$ cat src/rtl/saph_pixel_packer_if.sv
// Pixel format types and the handshake bundle between fragment shading,
// the pixel packer and the framebuffer write port.
package saph_pixel_packer_pkg;
  typedef logic [15:0] pixpos_t;

  // width holds N-1, so a field is 1..8 bits wide
  typedef struct packed {
    logic [5:0] pos;
    logic [2:0] width;
  } chfmt_t;

  typedef struct packed {
    logic [3:0] cat;
    logic [5:0] size;
    chfmt_t     a;
    chfmt_t     r;
    chfmt_t     g;
    chfmt_t     b;
  } pixfmt_t;
endpackage

interface saph_pixel_packer_if #(
  parameter int CH_BITS = 8,
  parameter int OUT_W   = 32
);
  saph_pixel_packer_pkg::pixfmt_t fmt;
  logic                           in_valid;
  logic                           in_ready;
  logic [4*CH_BITS-1:0]           in_col;
  saph_pixel_packer_pkg::pixpos_t in_x;
  saph_pixel_packer_pkg::pixpos_t in_y;
  logic                           out_valid;
  logic                           out_ready;
  logic [OUT_W-1:0]               out_data;

  modport master (
    output fmt, in_valid, in_col, in_x, in_y, out_ready,
    input  in_ready, out_valid, out_data
  );

  modport slave (
    input  fmt, in_valid, in_col, in_x, in_y, out_ready,
    output in_ready, out_valid, out_data
  );
endinterface

$ cat src/rtl/saph_pixel_packer.sv
// Two-stage ARGB -> packed framebuffer word converter (quantise, then pack).
// Define SAPH_PACK_DITHER_EN to add 4x4 Bayer ordered dither before truncation.
module saph_pixel_packer
  import saph_pixel_packer_pkg::*;
#(
  parameter int CH_BITS = 8,
  parameter int OUT_W   = 32
) (
  input logic              clk,
  input logic              rst,
  saph_pixel_packer_if.slave bus
);

  localparam int WIDE = (OUT_W > 72) ? OUT_W : 72;

  logic             s1_valid;
  logic [3:0][7:0]  s1_q;
  logic [3:0][5:0]  s1_pos;
  logic [5:0]       s1_size;
  logic             s2_valid;
  logic [OUT_W-1:0] s2_data;

  logic             s1_adv;
  logic             s2_adv;
  logic [3:0][2:0]  in_width;
  logic [3:0][7:0]  q_next;
  logic [WIDE-1:0]  acc;
  logic [WIDE-1:0]  mask;
  logic [WIDE-1:0]  acc_masked;
  logic             unused_bits;

  // q is right-aligned in 8 bits; widening replicates the channel MSBs downward
  function automatic logic [7:0] quantise(input logic [CH_BITS-1:0] ch,
                                          input logic [2:0]         width);
    logic [7:0]  q;
    logic [15:0] rep;
    int          n;
    q   = '0;
    rep = '0;
    n   = int'(width) + 1;
    if (n <= CH_BITS) begin
      q = 8'(ch >> (CH_BITS - n));
    end else begin
      for (int i = 0; i < 16; i++)
        rep[15-i] = ch[CH_BITS-1-(i % CH_BITS)];
      q = rep[15:8] >> (8 - n);
    end
    return q;
  endfunction

`ifdef SAPH_PACK_DITHER_EN
  localparam logic [8:0] CH_MAX = 9'((1 << CH_BITS) - 1);

  logic [3:0] bayer_m;

  function automatic logic [3:0] bayer(input logic [1:0] y, input logic [1:0] x);
    logic [3:0] m;
    m = '0;
    case ({y, x})
      4'h0: m = 4'd0;   4'h1: m = 4'd8;   4'h2: m = 4'd2;   4'h3: m = 4'd10;
      4'h4: m = 4'd12;  4'h5: m = 4'd4;   4'h6: m = 4'd14;  4'h7: m = 4'd6;
      4'h8: m = 4'd3;   4'h9: m = 4'd11;  4'hA: m = 4'd1;   4'hB: m = 4'd9;
      4'hC: m = 4'd15;  4'hD: m = 4'd7;   4'hE: m = 4'd13;  4'hF: m = 4'd5;
      default: m = '0;
    endcase
    return m;
  endfunction

  // Threshold scaled to the dropped LSBs; saturate instead of wrapping to black
  function automatic logic [CH_BITS-1:0] dither(input logic [CH_BITS-1:0] ch,
                                                input logic [2:0]         width,
                                                input logic [3:0]         m);
    logic [CH_BITS-1:0] res;
    logic [11:0]        t;
    logic [8:0]         sum;
    int                 n;
    res = ch;
    t   = '0;
    sum = '0;
    n   = int'(width) + 1;
    if (n < CH_BITS) begin
      t   = 12'(m) << (CH_BITS - n);
      sum = 9'(ch) + 9'(t >> 4);
      res = (sum > CH_MAX) ? CH_MAX[CH_BITS-1:0] : sum[CH_BITS-1:0];
    end
    return res;
  endfunction

  assign bayer_m = bayer(bus.in_y[1:0], bus.in_x[1:0]);
`endif

  assign s2_adv       = !s2_valid || bus.out_ready;
  assign s1_adv       = !s1_valid || s2_adv;
  assign bus.in_ready = s1_adv;
  assign bus.out_valid = s2_valid;
  assign bus.out_data  = s2_data;

  assign in_width = {bus.fmt.a.width, bus.fmt.r.width, bus.fmt.g.width, bus.fmt.b.width};

  // Stage 1 datapath: per-channel quantisation of the incoming colour
  always_comb begin
    q_next = '0;
    for (int c = 0; c < 4; c++) begin
`ifdef SAPH_PACK_DITHER_EN
      q_next[c] = quantise(dither(bus.in_col[c*CH_BITS +: CH_BITS], in_width[c], bayer_m),
                           in_width[c]);
`else
      q_next[c] = quantise(bus.in_col[c*CH_BITS +: CH_BITS], in_width[c]);
`endif
    end
  end

  // Stage 2 datapath: overlapping fields OR together, then clip above size
  always_comb begin
    acc = '0;
    for (int c = 0; c < 4; c++)
      acc = acc | (WIDE'(s1_q[c]) << s1_pos[c]);
    mask       = (WIDE'(2) << s1_size) - WIDE'(1);
    acc_masked = acc & mask;
  end

  // Stage 1 register: captures the format alongside the pixel so it may change every beat
  always_ff @(posedge clk or posedge rst) begin
    if (rst) begin
      s1_valid <= 1'b0;
      s1_q     <= '0;
      s1_pos   <= '0;
      s1_size  <= '0;
    end else if (s1_adv) begin
      s1_valid <= bus.in_valid;
      if (bus.in_valid) begin
        s1_q    <= q_next;
        s1_pos  <= {bus.fmt.a.pos, bus.fmt.r.pos, bus.fmt.g.pos, bus.fmt.b.pos};
        s1_size <= bus.fmt.size;
      end
    end
  end

  // Stage 2 register doubles as the output holding register during back-pressure
  always_ff @(posedge clk or posedge rst) begin
    if (rst) begin
      s2_valid <= 1'b0;
      s2_data  <= '0;
    end else if (s2_adv) begin
      s2_valid <= s1_valid;
      if (s1_valid)
        s2_data <= acc_masked[OUT_W-1:0];
    end
  end

  assign unused_bits = ^{bus.fmt.cat, bus.in_x, bus.in_y, acc_masked};

endmodule

$ cat src/flat_wrapper.sv
// flat-port wrapper written by rule: the top's interface ports become plain ports
module saph_pixel_packer_flat import saph_pixel_packer_pkg::*;
#(
  parameter int CH_BITS = 8,
  parameter int OUT_W   = 32
)
  (clk, rst, bus_fmt, bus_in_valid, bus_in_col, bus_in_x, bus_in_y, bus_out_ready, bus_in_ready, bus_out_valid, bus_out_data);
  saph_pixel_packer_if #(.CH_BITS(CH_BITS), .OUT_W(OUT_W)) bus_i ();
  input logic clk;
  input logic rst;
  input wire logic [$bits(bus_i.fmt)-1:0] bus_fmt;
  input wire logic [$bits(bus_i.in_valid)-1:0] bus_in_valid;
  input wire logic [$bits(bus_i.in_col)-1:0] bus_in_col;
  input wire logic [$bits(bus_i.in_x)-1:0] bus_in_x;
  input wire logic [$bits(bus_i.in_y)-1:0] bus_in_y;
  input wire logic [$bits(bus_i.out_ready)-1:0] bus_out_ready;
  output wire logic [$bits(bus_i.in_ready)-1:0] bus_in_ready;
  output wire logic [$bits(bus_i.out_valid)-1:0] bus_out_valid;
  output wire logic [$bits(bus_i.out_data)-1:0] bus_out_data;
  assign bus_i.fmt = bus_fmt;
  assign bus_i.in_valid = bus_in_valid;
  assign bus_i.in_col = bus_in_col;
  assign bus_i.in_x = bus_in_x;
  assign bus_i.in_y = bus_in_y;
  assign bus_i.out_ready = bus_out_ready;
  assign bus_in_ready = bus_i.in_ready;
  assign bus_out_valid = bus_i.out_valid;
  assign bus_out_data = bus_i.out_data;
  saph_pixel_packer #(.CH_BITS(CH_BITS), .OUT_W(OUT_W)) u_core (.clk(clk), .rst(rst), .bus(bus_i));
endmodule
$ cat config.mk
export PLATFORM = sky130hd
export DESIGN_NAME = saph_pixel_packer_flat
export DESIGN_NICKNAME = d
export VERILOG_FILES = /design/src/rtl/saph_pixel_packer_if.sv /design/src/rtl/saph_pixel_packer.sv /design/src/flat_wrapper.sv
export SDC_FILE = /design/constraint.sdc
export NUM_CORES = 1
export LEC_CHECK = 0
export ABC_AREA = 0
export CAP_MARGIN = 20
export CORE_ASPECT_RATIO = 0.8
export CORE_MARGIN = 2
export CORE_UTILIZATION = 45
export CTS_CLUSTER_SIZE = 14
export DETAILED_ROUTE_END_ITERATION = 16
export PLACE_DENSITY = 0.78
export REMOVE_ABC_BUFFERS = 1
export SYNTH_ARGS = -nofsm -noshare
export SYNTH_HDL_FRONTEND = slang
export SYNTH_SLANG_ARGS = --single-unit
$ cat constraint.sdc
create_clock -name clk -period 6.4 [get_ports clk]
set_input_delay 1.6 -clock clk [delete_from_list [all_inputs] [get_ports clk]]
set_output_delay 1.6 -clock clk [all_outputs]
set_load 0.02 [all_outputs]
==> metrics, run 1 <==
status=finished clean; Area Growth Syn to Fin=16.4%; crit path launch type=primary input; H-tree depth=3; Compound-Gate Fraction of Synth Area=between 20% and 30%; Crit Path Category=in2out; CP Buf/Inv Count=2; # IOs=148; clk sinks=between 90 and 100; Post-Synth Adder-Cell Area=between 1 and 1.5%; CTS max path bufs=2; chip width=157 microns; class of the worst hold path=reg2reg; # diodes=0; die height=between 100 and 150 microns; Pwr Total=0.00234 W; final worst path period share=70.0%; post-route insts no fill=about 1,400; CORE AREA=~18,000 sq um; Final setup viols=0; Critical Path Max Stage Delay=0.63 ns; first-pass GRT wire length=approximately 44,000 microns; Post-synth EDFFs=0; wire length per cell=approximately 20 microns; largest family of logic cells by synthesized area=simple AND/OR/NAND/NOR gates; # hold bufs at CTS=0; crit-path leading delay family=buffers and inverters; pwr dens=roughly 240 nW/um^2; overall global routing resource usage=between 20 and 30%; Setup crit end kind=output port; Post CTS Setup Buffer Count=0; unrepaired setup endpoints after global routing=no; Critical Path RT=~4.8 ns; leakage=between 3 and 4 nW; Initial DRT Pass Iterations=5; Place WS=1.94 ns; post-route ant nets=0; sequential-to-total area share from yosys stat=28.4%; top cell type's share of synthesized area=roughly 28%; worst-path cell chain=clkdlybuf4s50_1 -> nand3b_1 -> clkdlybuf4s50_1; #FFs+latches synth=96; clock skew=roughly 0.014 ns; Skew-Pair Late Insertion Delay=around 0.36 ns; Yosys cell types=67; Placer Congestion=1.07; Peak VDD IR=approximately 0.12 mV; pin count of the biggest net entering global routing=60; Synth Cell Area=between 8000 and 9000 sq um; vias in the first global route=about 7,600; simple-gate share of the synthesized area=around a quarter; clk slew on worst S/H paths=about 0.070 ns; CTS tree=yes; top_reg_cell synth=dfrtp_1; Max Transition Viols Final=0; Max Cap Viol=0; CTS root buf=clkbuf_16; post-cts gate resize count=0; detailed placer's ending HPWL=between 20,000 and 25,000 microns; syn_area_per_cell=just under 8 sq um; Fmax=about 220 MHz; Hold Vio Cnt, Final=0; R2R depth=10; Final nets=1,237; Fillers=approximately 1,800; Die ar.=19,900 sq um; most frequent cells in the layout=216 x nand2_1, 111 x clkdlybuf4s50_1, 96 x dfrtp_1, 86 x o21ai_0, 83 x nor2_1; Max-slew headroom=34.1%; post-synthesis async set-or-reset flop share=between 90% and 100%; cell mode on critical path=clkdlybuf4s50_1; Tightest Pin Transition=0.989 ns; via count=8,681; Initial DRC Count=~860; most common library cell in the layout ignoring fill and taps=nand2_1; hold path depth=2; row cnt=44; crit path DAT=approximately 2.9 ns; cell taking the most area after synthesis=dfrtp_1; Syn. warnings=0; number of stages on the worst setup path=3; post-synthesis mux area share=17.0%; WL final=about 28,000 microns; CTS Buf Count=9; slowest CP cell=clkdlybuf4s50_1; Starting Density=46.3%; crit-path max FO=4; vias per cell=about 6.3; fin worst setup slack=1.92 ns; min cycle time layout=around 4.5 ns; cell count after placement=between 1,000 and 1,500; dominant cells by area after synthesis=dfrtp_1 28%, nand2_1 9.6%, mux4_2 7.2%; synthesized instance count=about 1,100; grt ovf=0; setup_tns=0 ns; port bufs=~110; XOR/XNOR share of the synthesized area=less than 1%; initial antenna violation count=0; drc violations=0; layout cells sized above 1=around 6.6%
area by class of cell:
type / instances / area [sq um] / share of cell area [%]
multi-input combinational: 879 / 5650 / 57.4
clock inverter: 7 / 55.1 / 0.559
inverter: 13 / 51.3 / 0.521
timing repair buffer: 115 / 1140 / 11.6
tap: 253 / 317 / 3.22
sequential: 96 / 2400 / 24.4
clock buffer: 9 / 225 / 2.29
logic make-up (layout without fill, tap and decap cells):
family,Yosys count,after routing
mux,101,101
fa+ha+maj,9,9
compound gates,287,287
simple gates,475,475
buf+inv,101,144
flops,96,96
xor+xnor,7,7
path summary, 6_finish.rpt:
path                                   startpoint                       to  slack, ns
max                                 bus_out_ready             bus_in_ready       1.92
min                        u_core.bus.out_data[3]   u_core.bus.out_data[3]       0.47
max reg2reg                     u_core.s1_size[3]  u_core.bus.out_data[21]       2.97
min reg2reg                u_core.bus.out_data[3]   u_core.bus.out_data[3]       0.47
max in group asynchronous                     rst         u_core.s1_pos[5]       3.71
min in group asynchronous                     rst          u_core.s1_valid       1.71
cell usage after synthesis (8+ instances only):
cell      number
a21oi_1       46
buf_2         11
dfrtp_1       96
a32oi_1        8
ha_1           9
o21ai_0       86
mux2i_1       56
nand2b_1      21
a31oi_1       22
nor4_1         8
nor3_1        31
o31ai_1       15
mux4_2        27
or3_1          8
nor2b_1       19
nand2_1      217
nand3_1       39
a211oi_1      11
mux2_2        13
nor2_1        83
inv_1         10
nor3b_1       12
clkbuf_1      70
o22ai_1       20
a22o_1        12
nand3b_1      13
worst register-to-register path, stage by stage (launching register included):
cell       delay [ns]
dfrtp_1          0.63
or2_2            0.44
nor3_1           0.41
nand3b_1         0.16
ha_1             0.51
or3_1            0.42
o22ai_1          0.18
a2bb2oi_1        0.09
o221ai_1         0.19
o21ai_0          0.14
a31oi_1          0.19
through the flow:
step / utilization [%] / hold slack, ns / area, sq um
2_1_floorplan: - / 0.470 / 8100
3_3_place_gp: 52.3 / 0.452 / 9560
3_5_place_dp: 52.3 / 0.461 / 9560
4_1_cts: 53.9 / 0.477 / 9840
5_1_grt: 53.9 / 0.497 / 9840
6_report: 53.9 / 0.473 / 9840
power breakdown:
group | internal [W] | total (W) | switching (W)
Clock | 0.000267 | 0.000521 | 0.000254
Sequential | 0.000693 | 0.000880 | 0.000188
Combinational | 0.000396 | 0.000937 | 0.000541
Total | 0.00136 | 0.00234 | 0.000983
routing by layer:
metal | track usage, % | share of wire, % | routed length [microns]
met1 | 42.6 | 46 | 13100
met2 | 41.3 | 43 | 12100
met3 | 5.06 | 8.2 | 2310
met4 | 8.07 | 2.4 | 676
met5 | 0 | 0 | 0
flip-flops by register name, summed over array words and instances, names as in the netlist:
register              count
u_core.bus.out_data      32
u_core.s1_size            6
u_core.s1_q              32
u_core.s1_pos            24
u_core.s1_valid           1
u_core.bus.out_valid      1
Power figures use the tool's default switching activity.
==> run 2, diff against run 1 <==
--- a/config.mk
+++ b/config.mk
@@ -12,7 +12,7 @@
 export CORE_UTILIZATION = 45
 export CTS_CLUSTER_SIZE = 14
 export DETAILED_ROUTE_END_ITERATION = 16
-export PLACE_DENSITY = 0.78
+export PLACE_DENSITY = 0.8
 export REMOVE_ABC_BUFFERS = 1
 export SYNTH_ARGS = -nofsm -noshare
 export SYNTH_HDL_FRONTEND = slang
==> constraint.sdc (replaced) <==
create_clock -name clk -period 3.7 [get_ports clk]
set_input_delay 0.925 -clock clk [delete_from_list [all_inputs] [get_ports clk]]
set_output_delay 0.925 -clock clk [all_outputs]
set_load 0.02 [all_outputs]
==> run 2 against run 1 <==
Against the previous run:
- non-clock buffer count increased by 28
- sequential cell count unchanged
- count of clock-buffer cells in the layout rose by 1
- power up 75%
- wire length is 1.2% higher
- clock skew is 0.0057 ns lower
- global-route usage is 0.45 points higher
- largest cell class unchanged
- critical path depth stayed put
- die area did not move
- combinational power rose by 86%
- first-iteration DRC count is 24% higher
==> metrics, run 2 (same netlist as run 1, synthesis figures left out) <==
Max Cap Viol=0 (unchanged); layout cells sized above 1=8.81% (+2.2 points); first-pass GRT wire length=44,200 microns (+1.3%); Critical Path Max Stage Delay=0.63 ns (about the same); Initial DRT Pass Iterations=6 (+1); grt ovf=0 (unchanged); slowest CP cell=clkdlybuf4s50_1; Max-slew headroom=36.8% (+2.8 points); overall global routing resource usage=28.7% (+0.45 points); crit path DAT=2.20 ns (-0.68 ns); CTS tree=yes; # hold bufs at CTS=0 (unchanged); Skew-Pair Late Insertion Delay=0.36 ns (about the same); worst-path cell chain=clkdlybuf4s50_1 -> nand3b_1 -> clkdlybuf4s50_1; Starting Density=46.3% (unchanged); crit path launch type=primary input; Initial DRC Count=1,065 (+24%); WL final=28,500 microns (+1.2%); CTS root buf=clkbuf_16; crit-path max FO=4 (unchanged); hold path depth=2 (unchanged); Post CTS Setup Buffer Count=0 (unchanged); Final setup viols=0 (unchanged); class of the worst hold path=reg2reg; post-cts gate resize count=0 (unchanged); most common library cell in the layout ignoring fill and taps=nand2_1; clock skew=0.00832 ns (-0.00565 ns); clk sinks=96 (unchanged); unrepaired setup endpoints after global routing=no; clk slew on worst S/H paths=0.07 ns (about the same); leakage=3.93 nW (+3.9%); detailed placer's ending HPWL=22,200 microns (+2.5%); final worst path period share=a little over four fifths; Placed Area=9800 sq um (+2.5%); Fmax=320 MHz; wire length per cell=20.3 microns (-0.78%); R2R depth=8 (-2); CTS Buf Count=9 (unchanged); row cnt=44 (unchanged); Fin Hold WS=0.475 ns (+0.00188 ns); most frequent cells in the layout=216 x nand2_1, 111 x clkdlybuf4s50_1, 96 x dfrtp_1, 86 x o21ai_0, 83 x nor2_1; CORE AREA=18,300 sq um (unchanged); pin count of the biggest net entering global routing=55 (-8.3%); die height=127 microns (unchanged); Critical Path RT=2.77 ns (-2.03 ns); # IOs=148 (unchanged); Setup crit end kind=output port; cell mode on critical path=clkdlybuf4s50_1; Crit Path Category=in2out; status=finished clean; initial antenna violation count=0 (unchanged); Hold Vio Cnt, Final=0 (unchanged); CTS max path bufs=2 (unchanged); Pwr Total=0.00409 W (+75%); vias per cell=6.23 (-1.6%); drc violations=0 (unchanged); via count=8,718 (+0.43%); vias in the first global route=7,877 (+3.0%); min cycle time layout=roughly 3.1 ns; port bufs=111 (unchanged); H-tree depth=3 (unchanged); Finished Cell Area=10,100 sq um (+2.3%); Peak VDD IR=0.247 mV (+100%); Tightest Pin Transition=0.944 ns (-0.0448 ns); post-route ant nets=0 (unchanged); Placer Congestion=1.05 (-1.7%); Final nets=1,265 (+2.3%); setup_tns=0 ns (unchanged); pwr dens=406 nW/um^2 (+71%); Die ar.=19,900 sq um (unchanged); Max Transition Viols Final=0 (unchanged); chip width=157 microns (unchanged); Area Growth Syn to Fin=19.1%; # diodes=0 (unchanged)
run 2: cell count changes in the layout (fill, tap and decap cells not counted), sizes merged:
cell	before	now
buf	4	32
clkinvlp	4	2
clkbuf	9	10
clkinv	3	4
run 2: layout make-up:
class,count,area [sq um]
fill,1766,8210
multi-input combinational,879,5650
sequential,96,2400
timing repair buffer,143,1380
tap,253,317
clock buffer,10,229
inverter,13,51.3
clock inverter,6,42.5
run 2: stage by stage:
| stage | utilization [%] | setup WS [ns] | instances |
|---|---|---|---|
| 6_report | 55.1 | 0.572 | 1400 |
| 5_1_grt | 55.1 | 0.420 | 1400 |
| 4_1_cts | 55.1 | 0.563 | 1400 |
| 3_5_place_dp | 53.6 | 0.516 | 1384 |
| 3_3_place_gp | 53.6 | 0.588 | 1384 |
| 2_1_floorplan | - | 0.270 | 988 |
run 2: where the power goes:
group	leakage (nW)	switching [W]	total [W]	internal [W]
Clock	0.129	0.000436	0.000895	0.000459
Sequential	1.24	0.000256	0.00146	0.00120
Combinational	2.56	0.00102	0.00174	0.000725
run 2: critical path: cells and delay by family:
kind	cells	cell delay (ns)
and+or+nand+nor	1	0.18
buffers and inverters	2	1.09
run 2: worst paths after layout:
| check | from | end | slack, ns |
|---|---|---|---|
| max | bus_out_ready | bus_in_ready | 0.57 |
| max in group asynchronous | rst | u_core.s1_pos[3] | 2.04 |
| max reg2reg | u_core.s1_size[2] | u_core.bus.out_data[17] | 0.58 |
| min | u_core.bus.out_data[3] | u_core.bus.out_data[3] | 0.48 |
| min in group asynchronous | rst | u_core.s1_q[27] | 0.97 |
| min reg2reg | u_core.bus.out_data[3] | u_core.bus.out_data[3] | 0.48 |
run 2: metal layers:
layer	part of all wire [%]	routed length [microns]	track usage (%)
met5	0	0	0
met2	43	12100	41.6
met4	2.4	681	8.07
met1	46	13000	43.6
met3	9.1	2600	5.23
==> run 3, diff against run 2 <==
--- a/config.mk
+++ b/config.mk
@@ -12,7 +12,7 @@
 export CORE_UTILIZATION = 45
 export CTS_CLUSTER_SIZE = 14
 export DETAILED_ROUTE_END_ITERATION = 16
-export PLACE_DENSITY = 0.8
+export PLACE_DENSITY = 0.78
 export REMOVE_ABC_BUFFERS = 1
 export SYNTH_ARGS = -nofsm -noshare
 export SYNTH_HDL_FRONTEND = slang
==> constraint.sdc (replaced) <==
create_clock -name clk -period 3.2 [get_ports clk]
set_input_delay 0.8 -clock clk [delete_from_list [all_inputs] [get_ports clk]]
set_output_delay 0.8 -clock clk [all_outputs]
set_load 0.02 [all_outputs]
==> run 3 against run 2 <==
Against the previous run:
- global-route usage is 1.6 points higher
- via count rose by 1.7%
- final area up 2.8%
- sequential cell count stayed put
- register-to-register slack worse by 0.19 ns
- wire length grew 4.2%
- worst setup slack worse by 0.26 ns
- worst hold slack lost 0.0080 ns
- clock skew rose by 0.0026 ns
- die area did not move
- first-iteration DRC count decreased by 8.4%
==> metrics, run 3 (same netlist as run 1, synthesis figures left out) <==
Max Cap Viol=0 (unchanged); Die ar.=19,900 sq um (unchanged); CTS tree=yes; crit-path max FO=4 (unchanged); vias in the first global route=8,105 (+2.9%); min cycle time layout=2.88 ns; Fin Hold WS=0.467 ns (-0.00796 ns); Placer Congestion=1.03 (-1.7%); Reg-to-Reg End=u_core.bus.out_data[29]; Max-slew headroom=40.8% (+4.0 points); Critical Path RT=2.40 ns (-0.37 ns); Peak VDD IR=0.328 mV (+33%); fin worst setup slack=0.315 ns (-0.257 ns); # diodes=0 (unchanged); Final nets=1,288 (+1.8%); clk sinks=96 (unchanged); via count=8,865 (+1.7%); final worst path period share=roughly nine tenths; crit path launch type=primary input; most frequent cells in the layout=216 x nand2_1, 111 x clkdlybuf4s50_1, 96 x dfrtp_1, 86 x o21ai_0, 83 x nor2_1; clock skew=0.0109 ns (+0.00256 ns); crit path DAT=2.08 ns (-0.12 ns); # hold bufs at CTS=0 (unchanged); Critical R2R Launch=u_core.s1_pos[6]; Pwr Total=0.00507 W (+24%); Place WS=0.319 ns (-0.197 ns); Initial DRC Count=976 (-8.4%); vias per cell=6.23 (about the same); Final setup viols=0 (unchanged); initial antenna violation count=0 (unchanged); CTS Buf Count=9 (unchanged); r2r setup slk=0.39 ns (-0.19 ns); CP Launch Point=bus_out_ready; status=finished clean; Finished Cell Area=10,400 sq um (+2.8%); Starting Density=46.3% (unchanged); CTS root buf=clkbuf_16; unrepaired setup endpoints after global routing=no; Tightest Pin Transition=0.887 ns (-0.0570 ns); H-tree depth=3 (unchanged); pwr dens=490 nW/um^2 (+20%); post-route ant nets=0 (unchanged); layout cells sized above 1=10.6% (+1.8 points); Max Transition Viols Final=0 (unchanged); Skew-Pair Late Insertion Delay=0.36 ns (about the same); Fmax=about 350 MHz; CTS max path bufs=2 (unchanged); Setup crit end kind=output port; Placed Area=10,000 sq um (+2.1%); port bufs=111 (unchanged); most common library cell in the layout ignoring fill and taps=nand2_1; drc violations=0 (unchanged); wire length per cell=20.8 microns (+2.5%); Post CTS Setup Buffer Count=0 (unchanged); CP endpoint=bus_in_ready; overall global routing resource usage=30.3% (+1.6 points); Area Growth Syn to Fin=22.5%; Hold Vio Cnt, Final=0 (unchanged); first-pass GRT wire length=46,500 microns (+5.1%); worst-path cell chain=clkdlybuf4s50_1 -> nand3b_1 -> clkdlybuf4s50_1; final core occ=56.6% (+1.6 points); leakage=4.08 nW (+3.9%); row cnt=44 (unchanged); Crit Path Category=in2out; WL final=29,600 microns (+4.2%); Initial DRT Pass Iterations=6 (unchanged); slowest CP cell=clkdlybuf4s50_1; # IOs=148 (unchanged); R2R depth=8 (unchanged); chip width=157 microns (unchanged); CORE AREA=18,300 sq um (unchanged); class of the worst hold path=reg2reg; die height=127 microns (unchanged); post-cts gate resize count=0 (unchanged); detailed placer's ending HPWL=23,100 microns (+4.2%); cell mode on critical path=clkdlybuf4s50_1; clk slew on worst S/H paths=0.07 ns (about the same); Critical Path Max Stage Delay=0.63 ns (about the same); grt ovf=0 (unchanged); pin count of the biggest net entering global routing=47 (-15%)
[run 3: cell types whose count changed in the layout (fill, tap and decap cells not counted)]
cell / delta
inv_6: -2
buf_12: +3
bufinv_16: +3
buf_4: +20
clkinv_2: -2
inv_8: +1
[run 3: power breakdown]
part	switching, W	internal (W)
sequential	0.000285	0.00139
combinational	0.00123	0.000891
clock	0.000506	0.000770
total	0.00202	0.00305
[run 3: critical path: cells and delay by family]
family | cells | cell delay (ns)
simple gates | 1 | 0.18
buf+inv | 2 | 1.10
[run 3: through the flow]
step                      TNS [ns]  std cells
after global routing             0       1423
after global placement           0       1407
final                            0       1423
after floorplan             -10.12        988
after CTS                        0       1423
after detailed placement         0       1407
[run 3: routing by layer]
metal	track usage [%]	wire, microns
met1	45.5	13700
met2	43.7	12400
met3	6.05	2640
met4	9.63	935
met5	0	0
[run 3: worst min path at each step]
stage	slack, ns	depth (start not counted)	endpoint	startpoint
after floorplan	0.47	2	u_core.s1_q[18]	u_core.s1_q[18]
after global placement	0.45	2	u_core.bus.out_data[3]	u_core.bus.out_data[3]
after detailed placement	0.46	2	u_core.bus.out_data[3]	u_core.bus.out_data[3]
after CTS	0.47	2	u_core.bus.out_data[3]	u_core.bus.out_data[3]
after global routing	0.49	2	u_core.bus.out_data[3]	u_core.bus.out_data[3]
final	0.47	2	u_core.bus.out_data[3]	u_core.bus.out_data[3]
[run 3: layout make-up]
| type | count | area, sq um |
|---|---|---|
| clock buffer | 10 | 229 |
| clock inverter | 6 | 116 |
| fill | 1737 | 7920 |
| inverter | 13 | 51.3 |
| multi-input combinational | 879 | 5650 |
| sequential | 96 | 2400 |
| tap | 253 | 317 |
| timing repair buffer | 166 | 1590 |
